==> src/rtl/rc4_stream_ctrl_if.sv <==
// Host-side streams of the rc4 sequencer: key bytes in, payload bytes in, processed bytes out.
// master drives the inputs of the controller, slave is the controller itself.
interface rc4_stream_ctrl_if;
  logic       k_valid;
  logic       k_ready;
  logic [7:0] k_data;
  logic       s_valid;
  logic       s_ready;
  logic [7:0] s_data;
  logic       s_last;
  logic       m_valid;
  logic       m_ready;
  logic [7:0] m_data;
  logic       m_last;

  modport master (
    output k_valid, k_data, s_valid, s_data, s_last, m_ready,
    input  k_ready, s_ready, m_valid, m_data, m_last
  );

  modport slave (
    input  k_valid, k_data, s_valid, s_data, s_last, m_ready,
    output k_ready, s_ready, m_valid, m_data, m_last
  );
endinterface

==> src/rtl/rc4_stream_ctrl.sv <==
// Sequencer around the rc4 core: buffers a host key, replays it with the core's key-load timing,
// then steps the core once per payload byte and registers the result onto a valid/ready stream.
module rc4_stream_ctrl #(
  parameter int unsigned KEY_BYTES = 16,
  parameter int unsigned CNT_W     = 16
) (
  input  logic             clk,
  input  logic             rst_n,
  rc4_stream_ctrl_if.slave bus,
  output logic             c_key_valid,
  output logic [7:0]       c_key_input,
  output logic [7:0]       c_din,
  output logic             c_din_valid,
  input  logic [7:0]       c_dout,
  input  logic             c_ks_valid,
  output logic             busy,
  output logic [CNT_W-1:0] frame_cnt
);

  localparam int unsigned KW = (KEY_BYTES > 1) ? $clog2(KEY_BYTES) : 1;
  localparam logic [KW-1:0] KLast = KW'(KEY_BYTES - 1);

  typedef enum logic [2:0] {StIdle, StKcollect, StKpulse, StKsend, StKwait, StRun} state_e;

  state_e           state_q, state_d;
  logic [KW-1:0]    kcnt_q, kcnt_d;
  logic [7:0]       key_buf_q [KEY_BYTES];
  logic             m_valid_q, m_valid_d;
  logic [7:0]       m_data_q;
  logic             m_last_q;
  logic [CNT_W-1:0] frame_cnt_q;
  logic             in_frame_q;

  logic k_ready, s_ready, k_hs, s_hs;

  // Rekey is only allowed between frames so a frame never straddles two keys.
  assign k_ready = (state_q == StIdle) || (state_q == StKcollect) ||
                   ((state_q == StRun) && !in_frame_q);
  assign s_ready = (state_q == StRun) && (!m_valid_q || bus.m_ready);
  assign k_hs    = bus.k_valid && k_ready;
  assign s_hs    = bus.s_valid && s_ready;

  assign bus.k_ready = k_ready;
  assign bus.s_ready = s_ready;
  assign bus.m_valid = m_valid_q;
  assign bus.m_data  = m_data_q;
  assign bus.m_last  = m_last_q;
  assign frame_cnt   = frame_cnt_q;

  // One core step per accepted byte; din is forced to zero otherwise.
  assign c_din_valid = s_hs;
  assign c_din       = s_hs ? bus.s_data : 8'h00;

  always_comb begin
    state_d     = state_q;
    kcnt_d      = kcnt_q;
    c_key_valid = 1'b0;
    c_key_input = 8'h00;
    busy        = 1'b0;
    unique case (state_q)
      StIdle, StRun: begin
        if (k_hs) begin
          kcnt_d  = kcnt_q + KW'(1);
          state_d = StKcollect;
        end
      end
      StKcollect: begin
        busy = 1'b1;
        if (k_hs) begin
          kcnt_d = kcnt_q + KW'(1);
          if (kcnt_q == KLast) begin
            kcnt_d  = '0;
            state_d = StKpulse;
          end
        end
      end
      StKpulse: begin
        busy        = 1'b1;
        c_key_valid = 1'b1;
        kcnt_d      = '0;
        state_d     = StKsend;
      end
      StKsend: begin
        busy        = 1'b1;
        c_key_input = key_buf_q[kcnt_q];
        kcnt_d      = kcnt_q + KW'(1);
        if (kcnt_q == KLast) begin
          kcnt_d  = '0;
          state_d = StKwait;
        end
      end
      StKwait: begin
        busy = 1'b1;
        if (c_ks_valid) state_d = StRun;
      end
      default: state_d = StIdle;
    endcase
  end

  always_comb begin
    m_valid_d = m_valid_q;
    if (s_hs) begin
      m_valid_d = 1'b1;
    end else if (bus.m_ready) begin
      m_valid_d = 1'b0;
    end
  end

  always_ff @(posedge clk or negedge rst_n) begin
    if (!rst_n) begin
      state_q     <= StIdle;
      kcnt_q      <= '0;
      m_valid_q   <= 1'b0;
      m_data_q    <= 8'h00;
      m_last_q    <= 1'b0;
      frame_cnt_q <= '0;
      in_frame_q  <= 1'b0;
    end else begin
      state_q   <= state_d;
      kcnt_q    <= kcnt_d;
      m_valid_q <= m_valid_d;
      if (s_hs) begin
        m_data_q    <= c_dout;
        m_last_q    <= bus.s_last;
        frame_cnt_q <= bus.s_last ? '0 : frame_cnt_q + CNT_W'(1);
        in_frame_q  <= !bus.s_last;
      end
    end
  end

  // Key storage needs no reset: it is always fully rewritten before it is replayed.
  always_ff @(posedge clk) begin
    if (k_hs) key_buf_q[kcnt_q] <= bus.k_data;
  end

endmodule

==> src/flat_wrapper.sv <==
// flat-port wrapper written by rule: the top's interface ports become plain ports
module rc4_stream_ctrl_flat 
#(
  parameter int unsigned KEY_BYTES = 16,
  parameter int unsigned CNT_W     = 16
)
  (clk, rst_n, c_key_valid, c_key_input, c_din, c_din_valid, c_dout, c_ks_valid, busy, frame_cnt, bus_k_valid, bus_k_data, bus_s_valid, bus_s_data, bus_s_last, bus_m_ready, bus_k_ready, bus_s_ready, bus_m_valid, bus_m_data, bus_m_last);
  rc4_stream_ctrl_if bus_i ();
  input  logic clk;
  input  logic rst_n;
  output logic c_key_valid;
  output logic [7:0] c_key_input;
  output logic [7:0] c_din;
  output logic c_din_valid;
  input  logic [7:0] c_dout;
  input  logic c_ks_valid;
  output logic busy;
  output logic [CNT_W-1:0] frame_cnt;
  input wire logic [$bits(bus_i.k_valid)-1:0] bus_k_valid;
  input wire logic [$bits(bus_i.k_data)-1:0] bus_k_data;
  input wire logic [$bits(bus_i.s_valid)-1:0] bus_s_valid;
  input wire logic [$bits(bus_i.s_data)-1:0] bus_s_data;
  input wire logic [$bits(bus_i.s_last)-1:0] bus_s_last;
  input wire logic [$bits(bus_i.m_ready)-1:0] bus_m_ready;
  output wire logic [$bits(bus_i.k_ready)-1:0] bus_k_ready;
  output wire logic [$bits(bus_i.s_ready)-1:0] bus_s_ready;
  output wire logic [$bits(bus_i.m_valid)-1:0] bus_m_valid;
  output wire logic [$bits(bus_i.m_data)-1:0] bus_m_data;
  output wire logic [$bits(bus_i.m_last)-1:0] bus_m_last;
  assign bus_i.k_valid = bus_k_valid;
  assign bus_i.k_data = bus_k_data;
  assign bus_i.s_valid = bus_s_valid;
  assign bus_i.s_data = bus_s_data;
  assign bus_i.s_last = bus_s_last;
  assign bus_i.m_ready = bus_m_ready;
  assign bus_k_ready = bus_i.k_ready;
  assign bus_s_ready = bus_i.s_ready;
  assign bus_m_valid = bus_i.m_valid;
  assign bus_m_data = bus_i.m_data;
  assign bus_m_last = bus_i.m_last;
  rc4_stream_ctrl #(.KEY_BYTES(KEY_BYTES), .CNT_W(CNT_W)) u_core (.clk(clk), .rst_n(rst_n), .bus(bus_i), .c_key_valid(c_key_valid), .c_key_input(c_key_input), .c_din(c_din), .c_din_valid(c_din_valid), .c_dout(c_dout), .c_ks_valid(c_ks_valid), .busy(busy), .frame_cnt(frame_cnt));
endmodule
==> config.mk <==
export PLATFORM = sky130hd
export DESIGN_NAME = rc4_stream_ctrl_flat
export DESIGN_NICKNAME = d
export VERILOG_FILES = /design/src/rtl/rc4_stream_ctrl_if.sv /design/src/rtl/rc4_stream_ctrl.sv /design/src/flat_wrapper.sv
export SDC_FILE = /design/constraint.sdc
export NUM_CORES = 1
export LEC_CHECK = 0
export CAP_MARGIN = 20
export CORE_ASPECT_RATIO = 1.5
export CORE_MARGIN = 2
export CORE_UTILIZATION = 45
export DETAILED_ROUTE_END_ITERATION = 16
export GPL_TIMING_DRIVEN = 0
export PLACE_DENSITY = 0.78
export SYNTH_ARGS = -nofsm -noshare
export SYNTH_HDL_FRONTEND = slang
export SYNTH_SLANG_ARGS = --single-unit
==> constraint.sdc <==
create_clock -name clk -period 2.3 [get_ports clk]
set_input_delay 0.46 -clock clk [delete_from_list [all_inputs] [get_ports clk]]
set_output_delay 0.46 -clock clk [all_outputs]
set_load 0.01 [all_outputs]
==> impl_metrics.env, run 1 <==
export IMPL_port_buffers=77
export IMPL_grt_pass1_vias=4819
export IMPL_antenna_cells=0
export IMPL_cts_sinks=162
export IMPL_syn_cell_area_um2=6930
export IMPL_clock_fmax_mhz=388
export IMPL_synth_cell_types=53
export IMPL_instances_no_fill=808
export IMPL_stdcell_area_um2=9020
export IMPL_drc=0
export IMPL_grt_pass1_wl_mm=25.9
export IMPL_avgSynthCellArea_um2=14.2
export IMPL_cpMostUsedCell="buf_12"
export IMPL_syn_inst=488
export IMPL_ys_seq_area_frac=0.677
export IMPL_worst_pin_slew_ns=0.786
export IMPL_io_pins=78
export IMPL_max_slew_margin=0.476
export IMPL_arrival_ns=2.12
export IMPL_core_um2=15100
export IMPL_fin_crit_sh=1.12
export IMPL_timing_rr_end="u_core.key_buf_q[9][3]"
export IMPL_cp_required_ns=1.84
export IMPL_cts_clk_slew_worst_paths_ns=0.07
export IMPL_grt_antenna_before_repair=0
export IMPL_slew_viol_final=0
export IMPL_rrSetupSlack_ns=0.10
export IMPL_viasPerCell=5.84
export IMPL_end_kind="primary output"
export IMPL_grt_max_degree=35
export IMPL_clock_path_buffers=2
export IMPL_grt_overflow=0
export IMPL_ys_async_sr_fraction=0.210
export IMPL_violations="setup timing"
export IMPL_cp_top_family="buffers and inverters"
export IMPL_rsz0062_at_grt="true"
export IMPL_start_util=0.460
export IMPL_hold_violations=0
export IMPL_cp_num_buf_inv=4
export IMPL_cts_htree_levels=4
export IMPL_die_x_um=105
export IMPL_synth_edff_count=128
export IMPL_post_place_cells=768
export IMPL_ir_drop_uv=615
export IMPL_crit_path_start_kind="flip-flop"
export IMPL_cp_max_fo=6
export IMPL_cts_buffers=17
export IMPL_gp_congestion=0.897
export IMPL_area_growth_pct=30.2
export IMPL_status="finished with violations"
export IMPL_cp_slowest_cell="dfrtp_1"
export IMPL_cts_root_buf="clkbuf_16"
export IMPL_drtIter0Drc=418
export IMPL_whs_ns=0.111
export IMPL_antenna_left=0
export IMPL_criticalPathCategory="reg2out"
export IMPL_fp_dieH_um=156
export IMPL_cts_tree="built"
export IMPL_cap_violations=0
export IMPL_hpwl_mm=11.1
export IMPL_ys_flop_type="edfxtp_1"
export IMPL_first_pass_iters=7
export IMPL_max_stage_delay_ns=0.40
export IMPL_period_minus_slack_ns=2.58
export IMPL_ys_warn_count=0
export IMPL_finalPower_w=0.0101
export IMPL_wirelength_mm=16.9
export IMPL_crit_chain="buf_6, buf_12, buf_12, mux2i_1, a22oi_1, nand2_1, o22ai_2, buf_2"
export IMPL_dieArea_um2=16400
export IMPL_reg2reg_depth=4
export IMPL_regToRegStartpoint="u_core.state_q[1]"
export IMPL_setup_ws_ns=-0.278
export IMPL_synthesis_nets=524
export IMPL_synth_seq_cells=162
export IMPL_vias=4719
export IMPL_p_leak_nw=3.36
export IMPL_fin_worst_skew_ns=0.0101
export IMPL_insertion_delay_ns=0.42
export IMPL_grt_usage=0.209
export IMPL_fin_nets=632
export IMPL_setup_violations=8
export IMPL_post_route_util=0.599
export IMPL_drive_above_1_share=0.263
export IMPL_dpl_cell_area_um2=7970
export IMPL_power_density_nw_per_um2=1110
export IMPL_hp_class="in2async"
export IMPL_rows=55
export IMPL_wl_per_cell_um=20.9
## power breakdown
| group | switching [W] | total (W) | internal (W) |
|---|---|---|---|
| registers | 0.000152 | 0.00362 | 0.00346 |
| clock network | 0.00121 | 0.00307 | 0.00186 |
| logic | 0.00181 | 0.00337 | 0.00157 |
| total | 0.00317 | 0.0101 | 0.00689 |
## through the flow
step           worst slack (ns)  TNS [ns]
6_report                 -0.278     -1.86
5_1_grt                  -0.311     -2.33
4_1_cts                  -0.324     -2.27
3_5_place_dp             -0.595    -57.43
3_3_place_gp             -0.788    -63.01
2_1_floorplan             0.214         0
## flip-flops by register name, summed over array words and instances, names as in the netlist
register and flops:
u_core.bus.m_last 1, u_core.kcnt_q 4, u_core.key_buf_q 128, u_core.bus.m_data 8, u_core.state_q 3, u_core.in_frame_q 1
u_core.bus.m_valid 1, u_core.frame_cnt 16
## Yosys cell counts (3+ instances only)
master    count  area (µm²)
edfxtp_1    128        3840
nand2_1      54         203
dfrtp_1      34         851
mux2i_1      32         320
nor2_1       30         113
mux2_2       18         203
a21oi_1      15        75.1
o22ai_1      15        93.8
buf_2        12        60.1
and3_1       11        68.8
a221o_1      10         100
clkbuf_1     10        37.5
or4_1         9        67.6
mux4_2        8         180
nand2b_1      8        50.1
nand3_1       8        40.0
nor3_1        8        40.0
a22oi_1       7        52.6
o31ai_1       7        52.6
buf_1         5        18.8
ha_1          5        62.6
inv_1         5        18.8
nor2b_1       4        25.0
and4b_1       3        30.0
nand3b_1      3        22.5
xnor2_1       3        26.3
## layout make-up
cell class / count / area [µm²]
fill: 1080 / 6050
sequential: 162 / 4700
multi-input combinational: 289 / 2280
timing repair buffer: 95 / 898
clock buffer: 17 / 425
tap: 199 / 249
buffer: 24 / 220
clock inverter: 15 / 219
inverter: 7 / 35.0
## cells in the final DEF (no fill, tap or decap), types with 5 or more instances in the layout
cell	n
clkbuf_16	20
nand2_1	53
edfxtp_1	128
a221o_1	10
nor2_1	13
mux4_2	8
dfrtp_1	31
nor2_2	13
buf_4	17
dlygate4sd2_1	7
buf_12	5
o22ai_1	5
and3_1	11
a21oi_1	15
mux2_2	18
clkdlybuf4s50_1	55
mux2i_1	29
or4_1	9
nor3_1	6
buf_2	13
clkbuf_2	6
o31ai_1	7
nand3_1	8
ha_1	5
o22ai_2	10
inv_1	5
inv_6	7
## per-layer routing
metal  share of wire  routed length [µm]  GRT usage  up-vias
met1            0.36                6050      0.229     2366
met3           0.066                1120     0.0480       39
met4           0.034                 576     0.0832        0
met5               0                   0          0        -
met2            0.54                9160      0.389      225
li1                -                   -          -     2089
## how the worst max path moves through the flow
| stage | from | end | slack (ns) | cells past startpoint |
|---|---|---|---|---|
| finish | u_core.kcnt_q[1] | c_key_input[4] | -0.28 | 8 |
| global route | u_core.kcnt_q[1] | c_key_input[5] | -0.31 | 8 |
| CTS | u_core.state_q[2] | c_key_input[4] | -0.32 | 6 |
| detailed placement | bus_k_valid | u_core.key_buf_q[1][3] | -0.59 | 6 |
| global placement | bus_k_valid | u_core.key_buf_q[1][3] | -0.79 | 5 |
| floorplan | u_core.state_q[1] | u_core.key_buf_q[1][0] | 0.21 | 4 |
## kinds of logic after synthesis
logic type               synth area share
AND/OR/NAND/NOR                     0.114
flip-flops                          0.677
AO/OA/AOI/OAI                      0.0704
adder cells (fa/ha/maj)           0.00903
buffers and inverters              0.0244
multiplexers                        0.101
XOR/XNOR                          0.00379
## what timing repair did
action,in CTS,in global routing
pin swaps,7,13
cloned,0,3
resized for setup,111,37
endpoints found under the setup margin,74,144
hold buffers,0,0
setup buffers,4,7
(Power assumes the default switching activity.)
==> run 2, diff against run 1 <==
--- a/config.mk
+++ b/config.mk
@@ -8,10 +8,10 @@
 export CAP_MARGIN = 20
 export CORE_ASPECT_RATIO = 1.5
 export CORE_MARGIN = 2
-export CORE_UTILIZATION = 45
+export CORE_UTILIZATION = 51
 export DETAILED_ROUTE_END_ITERATION = 16
 export GPL_TIMING_DRIVEN = 0
-export PLACE_DENSITY = 0.78
+export PLACE_DENSITY = 0.85
 export SYNTH_ARGS = -nofsm -noshare
 export SYNTH_HDL_FRONTEND = slang
 export SYNTH_SLANG_ARGS = --single-unit
==> run 2 against run 1 <==
The flow still finishes with violations (setup timing); critical path depth is 1 lower; combinational power is 9.2% higher; register-to-register slack better by 0.05 ns; total power is 5.3% higher; global-route usage is 4.1 points higher; cell area is 2.3% higher; count of clock-buffer cells in the layout is 2 higher; via count is 2.3% higher; clock skew is 0.00056 ns higher; largest cell class unchanged.
==> impl_metrics.env, run 2 (same netlist as run 1, synthesis figures left out) <==
export IMPL_wirelength_mm=18.6
export IMPL_area_growth_pct=33.1
export IMPL_cts_buffers=17
export IMPL_drtIter0Drc=418
export IMPL_clock_path_buffers=2
export IMPL_hp_class="in2async"
export IMPL_dieArea_um2=14600
export IMPL_instances_no_fill=777
export IMPL_grt_max_degree=35
export IMPL_post_route_util=0.689
export IMPL_wl_per_cell_um=23.9
export IMPL_grt_overflow=0
export IMPL_violations="setup timing"
export IMPL_grt_busiest_layer="met2"
export IMPL_slew_viol_final=0
export IMPL_cap_violations=0
export IMPL_cp_required_ns=1.84
export IMPL_gp_congestion=0.903
export IMPL_clock_fmax_mhz=390
export IMPL_end_kind="primary output"
export IMPL_max_slew_margin=0.493
export IMPL_regToRegStartpoint="u_core.state_q[2]"
export IMPL_hold_buffers=0
export IMPL_power_density_nw_per_um2=1150
export IMPL_fin_crit_sh=1.11
export IMPL_grt_usage=0.250
export IMPL_io_pins=78
export IMPL_cts_htree_levels=4
export IMPL_worst_pin_slew_ns=0.759
export IMPL_grt_pass1_wl_mm=27.2
export IMPL_period_minus_slack_ns=2.56
export IMPL_antenna_left=0
export IMPL_setup_violations=16
export IMPL_drive_above_1_share=0.286
export IMPL_fp_dieH_um=147
export IMPL_finalPower_w=0.0106
export IMPL_post_place_cells=727
export IMPL_hold_violations=0
export IMPL_globalRouteMet3Util=0.0666
export IMPL_dpl_cell_area_um2=7900
export IMPL_final_common_cell="edfxtp_1"
export IMPL_criticalPathCategory="reg2out"
export IMPL_arrival_ns=2.10
export IMPL_rrSetupSlack_ns=0.15
export IMPL_registers_top_by_ff_count="u_core.key_buf_q"
export IMPL_antenna_cells=0
export IMPL_use_met2=0.447
export IMPL_core_um2=13400
export IMPL_status="finished with violations"
export IMPL_cts_root_buf="clkbuf_16"
export IMPL_cts_sinks=162
export IMPL_stdcell_area_um2=9230
export IMPL_crit_start="u_core.kcnt_q[1]"
export IMPL_grt_pass1_vias=4796
export IMPL_rows=52
export IMPL_vias=4828
export IMPL_hpwl_mm=11.1
export IMPL_rsz0062_at_grt="true"
export IMPL_most_common_layout_cells="edfxtp_1, clkdlybuf4s50_1, nand2_1"
export IMPL_largest_register_ffs=128
export IMPL_setup_ws_ns=-0.261
export IMPL_insertion_delay_ns=0.43
export IMPL_timing_rr_end="u_core.key_buf_q[3][7]"
export IMPL_cts_tree="built"
export IMPL_reg2reg_depth=7
export IMPL_viasPerCell=6.21
export IMPL_cts_clk_slew_worst_paths_ns=0.07
export IMPL_cp_max_fo=6
export IMPL_first_pass_iters=5
export IMPL_fin_worst_skew_ns=0.0107
export IMPL_grt_antenna_before_repair=0
export IMPL_ir_drop_uv=542
export IMPL_start_util=0.517
export IMPL_p_leak_nw=3.41
export IMPL_crit_path_start_kind="flip-flop"
export IMPL_drc=0
export IMPL_grt_use_met1=0.279
export IMPL_port_buffers=77
export IMPL_fin_nets=638
export IMPL_tns_ns=-1.95
export IMPL_die_x_um=99.2
## run 2: cell types whose count changed in the layout (fill, tap and decap cells not counted), moves of 5 or more
| cell | delta |
|---|---|
| nor2_4 | +12 |
| inv_6 | -6 |
| nor2_2 | -12 |
| buf_6 | +6 |
| buf_2 | +5 |
| nand2_1 | -5 |
| nand2_2 | +5 |
## run 2: repair_timing
item                       4_1_cts  5_1_grt
gates cloned                     0        4
setup buffers                    8       14
gates resized for setup        162       38
setup endpoints to repair      149      145
pin swaps                       10       11
## run 2: per-stage QoR
step,hold WS [ns],setup WS (ns)
CTS,0.120,-0.333
global placement,0.460,-0.638
global route,0.155,-0.305
floorplan,0.164,0.214
finish,0.101,-0.261
detailed placement,0.468,-0.752
## run 2: layer usage
| layer | vias up | routed length [µm] |
|---|---|---|
| met5 | - | 0 |
| met4 | 0 | 732 |
| met3 | 49 | 1220 |
| met2 | 254 | 10200 |
| met1 | 2420 | 6460 |
| li1 | 2105 | - |
## run 2: worst max-delay path by stage
stage | slack [ns] | to | cells past startpoint
global placement | -0.64 | u_core.key_buf_q[2][4] | 5
finish | -0.26 | c_key_input[6] | 7
global route | -0.31 | c_key_input[5] | 8
CTS | -0.33 | c_key_input[4] | 6
detailed placement | -0.75 | u_core.key_buf_q[0][4] | 5
floorplan | 0.21 | u_core.key_buf_q[1][0] | 4
## run 2: power breakdown
part           internal, W  total, W  switching (W)  leakage [nW]
clock              0.00215   0.00329        0.00114         0.329
sequential         0.00346   0.00362       0.000156          1.61
combinational      0.00165   0.00368        0.00203          1.47
## run 2: layout make-up
type | count | area, µm²
multi-input cells | 289 | 2390
flip-flops and latches | 162 | 4700
fillers | 854 | 4170
well taps | 162 | 203
repair buffers | 102 | 983
plain buffers | 23 | 235
clock buffers | 19 | 433
inverters | 7 | 28.8
clock inverters | 13 | 256
## run 2: worst max-delay path, cell delays in order (launching register included)
cell	delay (ns)
dfrtp_1	0.36
buf_6	0.15
buf_12	0.15
mux2_2	0.37
o22ai_1	0.26
a221oi_2	0.08
o2bb2ai_1	0.16
buf_2	0.15
==> run 3, diff against run 2 <==
--- a/config.mk
+++ b/config.mk
@@ -6,8 +6,6 @@
 export NUM_CORES = 1
 export LEC_CHECK = 0
 export CAP_MARGIN = 20
-export CORE_ASPECT_RATIO = 1.5
-export CORE_MARGIN = 2
 export CORE_UTILIZATION = 51
 export DETAILED_ROUTE_END_ITERATION = 16
 export GPL_TIMING_DRIVEN = 0
==> run 3 against run 2 <==
Final cell count fell by 0.39%; routed wire length down 3.0%; sequential power is essentially flat; highest routed layer unchanged; cell area fell by 3.1%; utilization down 1.3 points; die area shrank 3.4%; fmax is 5.6% lower; first-iteration DRC count up 36%; clock power shrank 17%; the run still ends with setup timing left; via count up 1.0%.
==> impl_metrics.env, run 3 (same netlist as run 1, synthesis figures left out) <==
export IMPL_status="finished with violations"
export IMPL_violations="setup timing"
export IMPL_viasPerCell=6.30
export IMPL_crit_end="c_key_input[0]"
export IMPL_criticalPathCategory="reg2out"
export IMPL_crit_start="u_core.kcnt_q[1]"
export IMPL_end_kind="primary output"
export IMPL_most_common_layout_cells="edfxtp_1, clkdlybuf4s50_1, nand2_1"
export IMPL_grt_overflow=0
export IMPL_drc=0
export IMPL_rsz0062_at_grt="true"
export IMPL_dieArea_um2=14100
export IMPL_grt_pass1_wl_mm=27.2
export IMPL_rows=42
export IMPL_cts_htree_levels=4
export IMPL_p_leak_nw=3.30
export IMPL_nFillCells=816
export IMPL_rrSetupSlack_ns=0.07
export IMPL_grt_pass1_vias=4812
export IMPL_insertion_delay_ns=0.43
export IMPL_setup_violations=8
export IMPL_wirelength_mm=18.0
export IMPL_cts_root_buf="clkbuf_16"
export IMPL_fin_crit_sh=1.18
export IMPL_clock_fmax_mhz=369
export IMPL_timing_rr_end="u_core.key_buf_q[13][7]"
export IMPL_grt_max_degree=35
export IMPL_first_pass_iters=5
export IMPL_largest_register_ffs=128
export IMPL_cts_clk_slew_worst_paths_ns=0.06
export IMPL_regToRegStartpoint="u_core.state_q[1]"
export IMPL_power_density_nw_per_um2=1110
export IMPL_start_util=0.523
export IMPL_hp_class="in2async"
export IMPL_clock_path_buffers=2
export IMPL_drive_above_1_share=0.247
export IMPL_fp_dieH_um=119
export IMPL_hold_violations=0
export IMPL_cap_violations=0
export IMPL_instances_no_fill=774
export IMPL_fin_nets=623
export IMPL_setup_ws_ns=-0.412
export IMPL_reg2reg_depth=4
export IMPL_core_um2=13200
export IMPL_arrival_ns=2.25
export IMPL_area_growth_pct=29.1
export IMPL_crit_path_start_kind="flip-flop"
export IMPL_port_buffers=77
export IMPL_vias=4877
export IMPL_max_slew_margin=0.473
export IMPL_gp_congestion=0.891
export IMPL_fin_worst_skew_ns=0.00797
export IMPL_final_common_cell="edfxtp_1"
export IMPL_antenna_left=0
export IMPL_hpwl_mm=10.5
export IMPL_cp_required_ns=1.84
export IMPL_grt_usage=0.260
export IMPL_die_x_um=119
export IMPL_cp_max_fo=6
export IMPL_ir_drop_uv=545
export IMPL_worst_pin_slew_ns=0.791
export IMPL_registers_top_by_ff_count="u_core.key_buf_q"
export IMPL_period_minus_slack_ns=2.71
export IMPL_antenna_cells=0
export IMPL_post_place_cells=741
export IMPL_io_pins=78
export IMPL_cts_buffers=17
export IMPL_cts_sinks=162
export IMPL_slew_viol_final=0
export IMPL_grt_antenna_before_repair=0
export IMPL_post_place_ws_ns=-0.766
export IMPL_drtIter0Drc=569
export IMPL_cts_tree="built"
export IMPL_wl_per_cell_um=23.3
export IMPL_hold_buffers=0
-- run 3: per-layer routing --
metal / vias to the layer above / global-route usage / routed length [µm]
li1: 2071 / - / -
met1: 2427 / 0.327 / 6520
met2: 321 / 0.438 / 9320
met3: 58 / 0.0425 / 1560
met4: 0 / 0.127 / 634
met5: - / 0 / 0
-- run 3: worst min-delay path by stage --
stage                          from              endpoint
6_report                      rst_n   u_core.frame_cnt[8]
3_5_place_dp   u_core.bus.m_data[2]  u_core.bus.m_data[2]
2_1_floorplan                 rst_n  u_core.bus.m_data[0]
4_1_cts                       rst_n   u_core.frame_cnt[8]
5_1_grt                       rst_n   u_core.frame_cnt[8]
3_3_place_gp   u_core.bus.m_data[4]  u_core.bus.m_data[4]
-- run 3: report_power, final --
part	leakage (nW)	switching, W	internal, W
clock	0.270	0.00115	0.00159
combinational	1.42	0.00198	0.00154
sequential	1.61	0.000164	0.00347
-- run 3: critical path, cell delays in order, from the launching register on --
cell and delay [ns]:
dfrtp_1 0.42, buf_6 0.17, buf_12 0.15, buf_12 0.13, mux2i_1 0.14, a22oi_2 0.26
nand2_1 0.16, o22ai_2 0.23, buf_2 0.17
-- run 3: what timing repair did --
action | in CTS | in global routing
endpoints found under the setup margin | 149 | 141
gates cloned | 2 | 0
pin swaps | 6 | 5
buffers inserted | 6 | 1
resized for setup | 133 | 29
-- run 3: stage by stage --
step                TNS, ns  area, µm²  utilization  hold WS, ns  total power, W
floorplan                 0       6930            -        0.164         0.00531
global placement     -65.94       7920        0.598        0.461         0.00616
detailed placement   -70.20       7920        0.598        0.470         0.00623
CTS                   -2.03       8820        0.666        0.142         0.00949
global route          -3.68       8950        0.676        0.187          0.0101
finish                -2.41       8950        0.676        0.119         0.00989
-- run 3: area by class of cell --
class | count | area, µm² | area share
flip-flops and latches | 162 | 4700 | 0.525
repair buffers | 86 | 842 | 0.0941
multi-input cells | 289 | 2360 | 0.264
inverters | 7 | 28.8 | 0.00322
plain buffers | 24 | 231 | 0.0259
clock buffers | 18 | 429 | 0.0480
well taps | 176 | 220 | 0.0246
clock inverters | 12 | 134 | 0.0150
